## config.mk

```make
export PLATFORM = sky130hd
export DESIGN_NAME = hazard3_muldiv_iter
export DESIGN_NICKNAME = d
export VERILOG_FILES = /design/src/rtl/hazard3_muldiv_iter.sv
export SDC_FILE = /design/constraint.sdc
export NUM_CORES = 1
export LEC_CHECK = 0
export CAP_MARGIN = 20
export CORE_MARGIN = 5
export CORE_UTILIZATION = 55
export CTS_CLUSTER_DIAMETER = 100
export DETAILED_ROUTE_END_ITERATION = 7
export PLACE_DENSITY_LB_ADDON = 0.12
export SYNTH_ARGS = -nofsm -noshare
export SYNTH_HDL_FRONTEND = slang
export SYNTH_SLANG_ARGS = --single-unit
```

## constraint.sdc

```tcl
create_clock -name clk -period 4 [get_ports clk]
set_input_delay 0.6 -clock clk [delete_from_list [all_inputs] [get_ports clk]]
set_output_delay 0.6 -clock clk [all_outputs]
set_load 0.1 [all_outputs]
```

## src/rtl/hazard3_muldiv_iter.sv

```systemverilog
// Iterative multiply/divide unit: signed operands are reduced to magnitudes around an unsigned
// shift-add / restoring-divide core. Optional macro HAZARD3_MULDIV_EARLY_EXIT_EN skips leading dividend zeros.
module hazard3_muldiv_iter #(
   parameter int XLEN   = 32,
   parameter int UNROLL = 1,
   parameter int W_TAG  = 5
) (
   input  logic             clk,
   input  logic             rst_n,
   input  logic [2:0]       op_i,
   input  logic             op_vld_i,
   output logic             op_rdy_o,
   input  logic             op_kill_i,
   input  logic [XLEN-1:0]  op_a_i,
   input  logic [XLEN-1:0]  op_b_i,
   input  logic [W_TAG-1:0] op_tag_i,
   output logic             result_vld_o,
   input  logic             result_rdy_i,
   output logic [XLEN-1:0]  result_o,
   output logic [W_TAG-1:0] result_tag_o
);
   localparam int NSTEP = XLEN / UNROLL;
   localparam int CW    = $clog2(NSTEP + 1);

   localparam logic [2:0] OP_MUL    = 3'b000;
   localparam logic [2:0] OP_MULH   = 3'b001;
   localparam logic [2:0] OP_MULHSU = 3'b010;
   localparam logic [2:0] OP_DIV    = 3'b100;
   localparam logic [2:0] OP_DIVU   = 3'b101;
   localparam logic [2:0] OP_REM    = 3'b110;

   typedef enum logic [2:0] {
      S_IDLE    = 3'd0,
      S_PREADJ  = 3'd1,
      S_ITER    = 3'd2,
      S_POSTADJ = 3'd3,
      S_CARRY   = 3'd4,
      S_DONE    = 3'd5
   } state_t;

   state_t              state_q, state_d;
   logic [2*XLEN-1:0]   acc_q, acc_d, iter_acc, post_acc;
   logic [XLEN-1:0]     m_q, m_d, result_q, result_d;
   logic [CW-1:0]       cnt_q, cnt_d, cnt_load;
   logic [2:0]          op_q, op_d;
   logic [W_TAG-1:0]    tag_q, tag_d;
   logic                sa_q, sa_d, sb_q, sb_d;
   logic                accept, is_div, pre_sa, pre_sb, post_carry, neg;
   logic [XLEN-1:0]     a_raw, b_raw, a_mag, b_mag, div_lo, lo, hi;

   // One unrolled step; the accumulator holds {partial, operand} for both operations.
   function automatic logic [2*XLEN-1:0] step(input logic [2*XLEN-1:0] acc,
                                              input logic [XLEN-1:0] m, input logic div);
      logic [XLEN:0] sum;
      logic [XLEN:0] diff;
      sum  = {1'b0, acc[2*XLEN-1:XLEN]} + (acc[0] ? {1'b0, m} : {(XLEN+1){1'b0}});
      diff = acc[2*XLEN-1:XLEN-1] - {1'b0, m};
      if (!div)          step = {sum, acc[XLEN-1:1]};
      else if (diff[XLEN]) step = {acc[2*XLEN-2:0], 1'b0};
      else               step = {diff[XLEN-1:0], acc[XLEN-2:0], 1'b1};
   endfunction

   assign accept       = op_vld_i && (op_rdy_o || op_kill_i);
   assign result_o     = result_q;
   assign result_tag_o = tag_q;

   always_ff @(posedge clk or negedge rst_n) begin
      if (!rst_n) state_q <= S_IDLE;
      else        state_q <= state_d;
   end

   always_comb begin
      state_d = state_q;
      if (op_kill_i) begin
         state_d = accept ? S_PREADJ : S_IDLE;
      end else begin
         case (state_q)
            S_IDLE:    if (accept) state_d = S_PREADJ;
            S_PREADJ:  state_d = (cnt_load == '0) ? S_POSTADJ : S_ITER;
            S_ITER:    if (cnt_q == CW'(1)) state_d = S_POSTADJ;
            S_POSTADJ: state_d = post_carry ? S_CARRY : S_DONE;
            S_CARRY:   state_d = S_DONE;
            S_DONE:    if (result_rdy_i) state_d = accept ? S_PREADJ : S_IDLE;
            default:   state_d = S_IDLE;
         endcase
      end
   end

   always_comb begin
      op_rdy_o     = (state_q == S_IDLE) || ((state_q == S_DONE) && result_rdy_i);
      result_vld_o = (state_q == S_DONE);
   end

   // Operands sit in the accumulator as {b, a} between accept and PREADJ.
   always_comb begin
      a_raw  = acc_q[XLEN-1:0];
      b_raw  = acc_q[2*XLEN-1:XLEN];
      is_div = op_q[2];
      pre_sa = a_raw[XLEN-1] && (op_q == OP_MULH || op_q == OP_MULHSU || op_q == OP_DIV || op_q == OP_REM);
      pre_sb = b_raw[XLEN-1] && (op_q == OP_MULH || op_q == OP_DIV || op_q == OP_REM);
      a_mag  = pre_sa ? -a_raw : a_raw;
      b_mag  = pre_sb ? -b_raw : b_raw;
   end

`ifdef HAZARD3_MULDIV_EARLY_EXIT_EN
   localparam int KW = $clog2(XLEN + 1);
   logic [KW-1:0] lz, k;

   always_comb begin
      lz = KW'(XLEN);
      for (int i = 0; i < XLEN; i++) begin
         if (a_mag[i]) lz = KW'(XLEN - 1 - i);
      end
      k        = is_div ? KW'((int'(lz) / UNROLL) * UNROLL) : '0;
      div_lo   = a_mag << k;
      cnt_load = CW'((XLEN - int'(k)) / UNROLL);
   end
`else
   always_comb begin
      div_lo   = a_mag;
      cnt_load = CW'(NSTEP);
   end
`endif

   always_comb begin
      iter_acc = acc_q;
      for (int i = 0; i < UNROLL; i++) begin
         iter_acc = step(iter_acc, m_q, op_q[2]);
      end
   end

   always_comb begin
      lo         = acc_q[XLEN-1:0];
      hi         = acc_q[2*XLEN-1:XLEN];
      neg        = sa_q ^ sb_q;
      post_acc   = acc_q;
      post_carry = 1'b0;
      if (is_div) begin
         // A zero divisor leaves the all-ones quotient uncorrected.
         post_acc = {(sa_q ? -hi : hi), ((neg && (m_q != '0)) ? -lo : lo)};
      end else if (neg) begin
         post_acc   = {~hi, -lo};
         post_carry = (lo == '0);
      end
   end

   always_comb begin
      acc_d    = acc_q;
      m_d      = m_q;
      cnt_d    = cnt_q;
      op_d     = op_q;
      tag_d    = tag_q;
      sa_d     = sa_q;
      sb_d     = sb_q;
      result_d = result_q;
      if (accept) begin
         acc_d = {op_b_i, op_a_i};
         op_d  = op_i;
         tag_d = op_tag_i;
      end else begin
         case (state_q)
            S_PREADJ: begin
               sa_d  = pre_sa;
               sb_d  = pre_sb;
               cnt_d = cnt_load;
               acc_d = is_div ? {{XLEN{1'b0}}, div_lo} : {{XLEN{1'b0}}, b_mag};
               m_d   = is_div ? b_mag : a_mag;
            end
            S_ITER: begin
               acc_d = iter_acc;
               cnt_d = cnt_q - CW'(1);
            end
            S_POSTADJ: begin
               acc_d    = post_acc;
               result_d = (op_q == OP_MUL || op_q == OP_DIV || op_q == OP_DIVU) ?
                          post_acc[XLEN-1:0] : post_acc[2*XLEN-1:XLEN];
            end
            S_CARRY: begin
               acc_d    = {hi + XLEN'(1), lo};
               result_d = hi + XLEN'(1);
            end
            default: ;
         endcase
      end
   end

   always_ff @(posedge clk or negedge rst_n) begin
      if (!rst_n) begin
         acc_q    <= '0;
         m_q      <= '0;
         cnt_q    <= '0;
         op_q     <= '0;
         tag_q    <= '0;
         sa_q     <= 1'b0;
         sb_q     <= 1'b0;
         result_q <= '0;
      end else begin
         acc_q    <= acc_d;
         m_q      <= m_d;
         cnt_q    <= cnt_d;
         op_q     <= op_d;
         tag_q    <= tag_d;
         sa_q     <= sa_d;
         sb_q     <= sb_d;
         result_q <= result_d;
      end
   end

endmodule

```

### Word level (Yosys, flattened, before mapping)

Index checks and enable logic that the tools add are counted.

* flip-flop bits (word level): 147
* bits of input ports: 77

* add/subtract/negate cells: 6
* bitwise logic cells: 3
* reduce and logical (&&, ||, !) cells: 27
* eq/ne operators: 15
* multiplexer cells: 25

Operators by type and width (number)
* $mux W64: 5
* $mux W32: 8
* $pmux W64 S4: 1
* $neg A32 Y32: 2
* $pmux W32 S2: 1
* $add A32 B32 Y33: 1
* $sub A33 B32 Y33: 1
* $add A32 B1 Y32 const B: 1
* $logic_not A32 Y1: 1
* $not A32 Y32: 1
* $reduce_bool A32 Y1: 1
* $pmux W3 S6: 1
* $eq A3 B3 Y1 const B: 5
* $mux W3: 4
* $pmux W6 S2: 1
* $eq A3 B2 Y1 const B: 3
* $logic_or A1 B1 Y1: 9
* $reduce_and A2 Y1: 4
* $eq A3 B1 Y1 const B: 2
* $eq A6 B1 Y1 const B: 1
* $logic_not A3 Y1: 2
* $ne A3 B3 Y1 const B: 2
* $sub A6 B1 Y6 const B: 1
* $logic_and A1 B1 Y1: 5
* other kinds (9): 13

### Logic depth before layout (Yosys ltp)

* depth after elaboration: 9
* depth in mapped cells: 14
* gate-level depth less buffers: 13

### Worst setup path before layout

No wires, ideal clock.

* path kind: reg2reg
* start: register state_q[0]
* end: register acc_q[41]
* path slack: -661 ps
* clock period less this slack: 4661 ps
* required time: 3864 ps
* arrival: 4525 ps
* cell stages (with the launch flop): 12
* setup time: 136 ps
* path through: dfrtp_1 -> clkbuf_1 -> nand2_1 -> a211oi_1 -> o21a_1 -> buf_2 -> buf_2 -> buf_1 -> clkbuf_1 -> nor2_1 -> a221oi_1 -> nand3_1

* longest elaborated chain between the ends: 6

RTL lines
* start, declared: line 41 `state_t state_q, state_d;`
* start signal, assigned: line 69 `else state_q <= state_d;`
* $eq A3 B3 Y1: line 90 `op_rdy_o = (state_q == S_IDLE) || ((state_q == S_DONE) && result_rdy_i);`
* $logic_and A1 B1 Y1: line 90
* $logic_or A1 B1 Y1 *: line 90
* named net op_rdy_o: line 12 `output logic op_rdy_o,`
* $logic_or A1 B1 Y1 *: line 63 `assign accept = op_vld_i && (op_rdy_o || op_kill_i);`
* $logic_and A1 B1 Y1 *: line 63
* $reduce_bool A5 Y1 (no line) / $mux W64 (equally long branches)
* end signal, assigned: line 189 `acc_q <= '0;`
* end signal, assigned: line 198 `acc_q <= acc_d;`
* end, declared: line 42 `logic [2*XLEN-1:0] acc_q, acc_d, iter_acc, post_acc;`

Mark *: on every way through the listed nets, which the timed path passes. The rest lies on a longest branch.
A chain may end at the register's enable or synchronous reset.

### Worst setup path after layout

* start: register acc_q[31]
* end: register acc_q[44]

* longest elaborated chain between the ends: 5

RTL lines
* $sub A33 B32 Y33: line 57 `diff = acc[2*XLEN-1:XLEN-1] - {1'b0, m};`
* $mux W64: line 59 `else if (diff[XLEN]) step = {acc[2*XLEN-2:0], 1'b0};`
* $mux W64: line 58 `if (!div) step = {sum, acc[XLEN-1:1]};`
* $pmux W64 S4: line 161 `case (state_q)`
* $mux W64: line 156 `if (accept) begin`

No other way between the ends.

==> summary.md <==
| Metric | Value |
|---|---|
| GRT met2 Usage | 61.1% |
| Initial antenna violation count | 3 |
| DRT antenna net count | 0 |
| Unique masters post-synth | 80 |
| Initial DRC count | 2,482 |
| Crit path capture type | register |
| EDFF count, synth | 0 |
| Clock skew | 0.0124 ns |
| RSZ-0062 raised after global routing | no |
| Required @ worst endpoint | 4.31 ns |
| Final net count | 2,473 |
| Initial Util | 55.3% |
| YS warnings | 0 |
| DR vias | 18.6k |
| Clock slew at reported path FFs | 0.07 ns |
| WHS | 0.161 ns |
| DRC violations left | 0 |
| CTS tree | built |
| Power, Total | 19.4 mW |
| Area delta synth->final | 15.1% |
| Die height | 182 um |
| Clock group share of total power | 8.7% |
| IO Pins | 116 |
| Max Cap Viol | 0 |
| Switching share of power | 57.3% |
| Comb pwr share | 75.7% |
| Die area | 33,100 um2 |
| Mapped Area | 16,300 um2 |
| Die Width | 182 um |
| F_max | 0.255 GHz |
| Most frequent cells in the layout | 271 x nand2_1, 248 x nor2_1, 205 x a21oi_1 |
| Arr. time, crit path | 4.23 ns |
| TritonCTS buffer count | 17 |
| Clock sink count | 147 |
| Met1 Usage GRT | 47.6% |
| Largest net degree at the start of global routing | 77 |
| Slowest-stage cell, CP | a2111oi_0 |
| Buffers on Ports | 115 |
| Synthesized flop and latch total | 147 |
| Outcome | finished clean |
| Fin crit share | 97.9% |
| Syn Inst Count | 2,274 |
| Vias in the first global route | 17.5k |
| Final min period | 3.92 ns |
| Power Dens Cells | 1040 nW/um2 |
| Internal power | 8.28 mW |
| Vias per inst | 6.80 |
| Layout cells sized above 1 | 8.34% |
| Hpwl dp | 51,800 um |
| Worst hold path class | primary input to asynchronous set/reset pin |
| Worst skew pair latency | 0.46 ns |
| P_leak | 7.65 nW |
| Register area share after synthesis | 22.6% |
| GR peak layer | met2 |
| Post-Route Setup TNS | 0 ns |
| Row Count | 63 |
| Pre-CTS worst setup slack | 0.211 ns |
| WP buf/inv | 1 |
| Post-Syn Area per Cell | 7.16 um2 |
| CTS Hold Buffers Added | 0 |
| Top_reg_cell synth | dfrtp_1 |
| GRT met3 Usage | 10.7% |
| Critical path class | register to register |
| Largest delay contributor family on the critical path | compound AO/OA/AOI/OAI gates |
| Remaining global-route overflow | 0 |
| Crit Path Max Fanout | 6 |
| DP Cell Count | 2,694 |
| Startpoint Class | register |
| Drt total wl | 67,600 um |
| Worst Max-Slew Pin Slew | 1.00 ns |
| Fin. Hold Viols | 0 |
| Flop pwr share | 15.6% |
| Worst Slack Setup Final | 0.0825 ns |
| Root buffer cell | clkbuf_16 |
| CTS H-Tree Depth | 4 |
| Max-Slew Margin vs Limit | 33.1% |
| Worst path max stage delay | 0.49 ns |
| Peak supply drop | 0.499 mV |
| Drt pass-1 iters | 6 |
| First-pass GRT wire length | 101,000 um |
| Antenna fix cells | 0 |
| Ordered list of cells on the worst path | inv_1 -> ha_1 -> fa_1 -> nand2b_1 -> a21oi_1 -> o211a_1 -> o211ai_1 -> and3_1 -> o311ai_4 -> mux2_1 -> a2111oi_0 -> a211oi_1 |
| Most common cell after layout, fill and taps aside | nand2_1 |
| GP Congestion | 1.04 |
| Net count after synthesis | 2,422 |
| Sw Pwr | 11.1 mW |
| Drt wl/cell | 24.8 um |
| Final Non-Filler Cells | 2,728 |
| Slew Viols, Final | 0 |
| FFs w/ async S/R, synth | 100% |
| Clock Path Buffers | 2 |
| Final setup viols | 0 |
| Core area | 29,400 um2 |
| Global Route Usage Sum | 39.5% |
## cell type report
type                            count  area, um2
Fill cell                        2765      10700
Sequential cell                   147       3680
Inverter                           64        240
Multi-Input combinational cell   1865      11700
Timing Repair Buffer              230       2050
Clock buffer                       21        470
Tap cell                          390        488
Clock inverter                     11        128
## state kept, by name, summed over array words and instances, names as in the netlist
name and cells:
cnt_q 6, acc_q 64, sa_q 1, result_tag_o 5, result_o 32, op_q 3, state_q 3, sb_q 1
m_q 32
## power by group through the flow
stage / clock network, mW / registers, mW / logic, mW
5_1_grt: 1.75 / 3.10 / 15.7
3_3_place_gp: 0 / 3.00 / 14.0
2_1_floorplan: 0 / 3.64 / 9.26
4_1_cts: 1.68 / 3.00 / 14.3
6_report: 1.68 / 3.03 / 14.7
3_5_place_dp: 0 / 3.02 / 14.2
## final timing paths
kind | cells after the start | slack (ns) | start | endpoint
min | 1 | 0.16 | rst_n | acc_q[58]$_DFFE_PN0P_
max in group asynchronous | 3 | 2.75 | rst_n | acc_q[4]$_DFFE_PN0P_
min in group clk | 2 | 0.47 | result_tag_o[2]$_DFFE_PN0P_ | result_tag_o[2]$_DFFE_PN0P_
max | 12 | 0.08 | acc_q[31]$_DFFE_PN0P_ | acc_q[44]$_DFFE_PN0P_
min reg2reg | 2 | 0.47 | result_tag_o[2]$_DFFE_PN0P_ | result_tag_o[2]$_DFFE_PN0P_
max reg2reg | 12 | 0.08 | acc_q[31]$_DFFE_PN0P_ | acc_q[44]$_DFFE_PN0P_
## routing by layer
metal / part of all wire [%] / vias up
li1: - / 8322
met5: 0.010 / -
met3: 11 / 332
met4: 8.5 / 2
met2: 44 / 1195
met1: 36 / 8708
## stage by stage
| step | instance area [um2] | utilization (%) |
|---|---|---|
| floorplan | 16300 | - |
| global placement | 18100 | 61.6 |
| detailed placement | 18100 | 61.6 |
| CTS | 18700 | 63.6 |
| global route | 18700 | 63.7 |
| finish | 18700 | 63.7 |
## synth_stat cells (22+ instances only)
library cell  count  area, um2
nor4_1           22        138
ha_1             69        863
a211oi_1         58        435
nor2_1          250        938
a221oi_1         30        263
nor2b_1          26        163
mux2i_1          41        410
nor3_1           39        195
dfrtp_1         147       3680
o21ai_1          22        110
o21ai_0         196        981
clkbuf_1        169        634
xor2_1           67        587
xnor2_1         120       1050
o211ai_1         37        278
inv_1            63        236
nand2_1         272       1020
nand3_1          43        215
or3_1            24        150
a21oi_1         206       1030
## kinds of logic (layout without fill, tap and decap cells)
logic type	count (synthesis)	in the layout	synth area share (%)
AND/OR/NAND/NOR	794	794	22.5
AO/OA/AOI/OAI	759	759	29.7
buffers and inverters	262	326	6.11
XOR/XNOR	187	187	10.1
flip-flops	147	147	22.6
adder cells (fa/ha/maj)	71	71	5.55
multiplexers	54	54	3.45
## worst register-to-register path, cell delays in order (launching register included)
cell	delay (ns)
dfrtp_1	0.47
inv_1	0.14
ha_1	0.26
fa_1	0.42
nand2b_1	0.19
a21oi_1	0.24
o211a_1	0.26
o211ai_1	0.18
and3_1	0.26
o311ai_4	0.39
mux2_1	0.38
a2111oi_0	0.49
a211oi_1	0.10
## repair_timing
action | 4_1_cts | 5_1_grt
endpoints found under the hold margin | 0 | 0
gates resized for setup | 0 | 2
setup endpoints to repair | 0 | 8
buffers inserted | 0 | 2
Power figures use the tool's default switching activity.
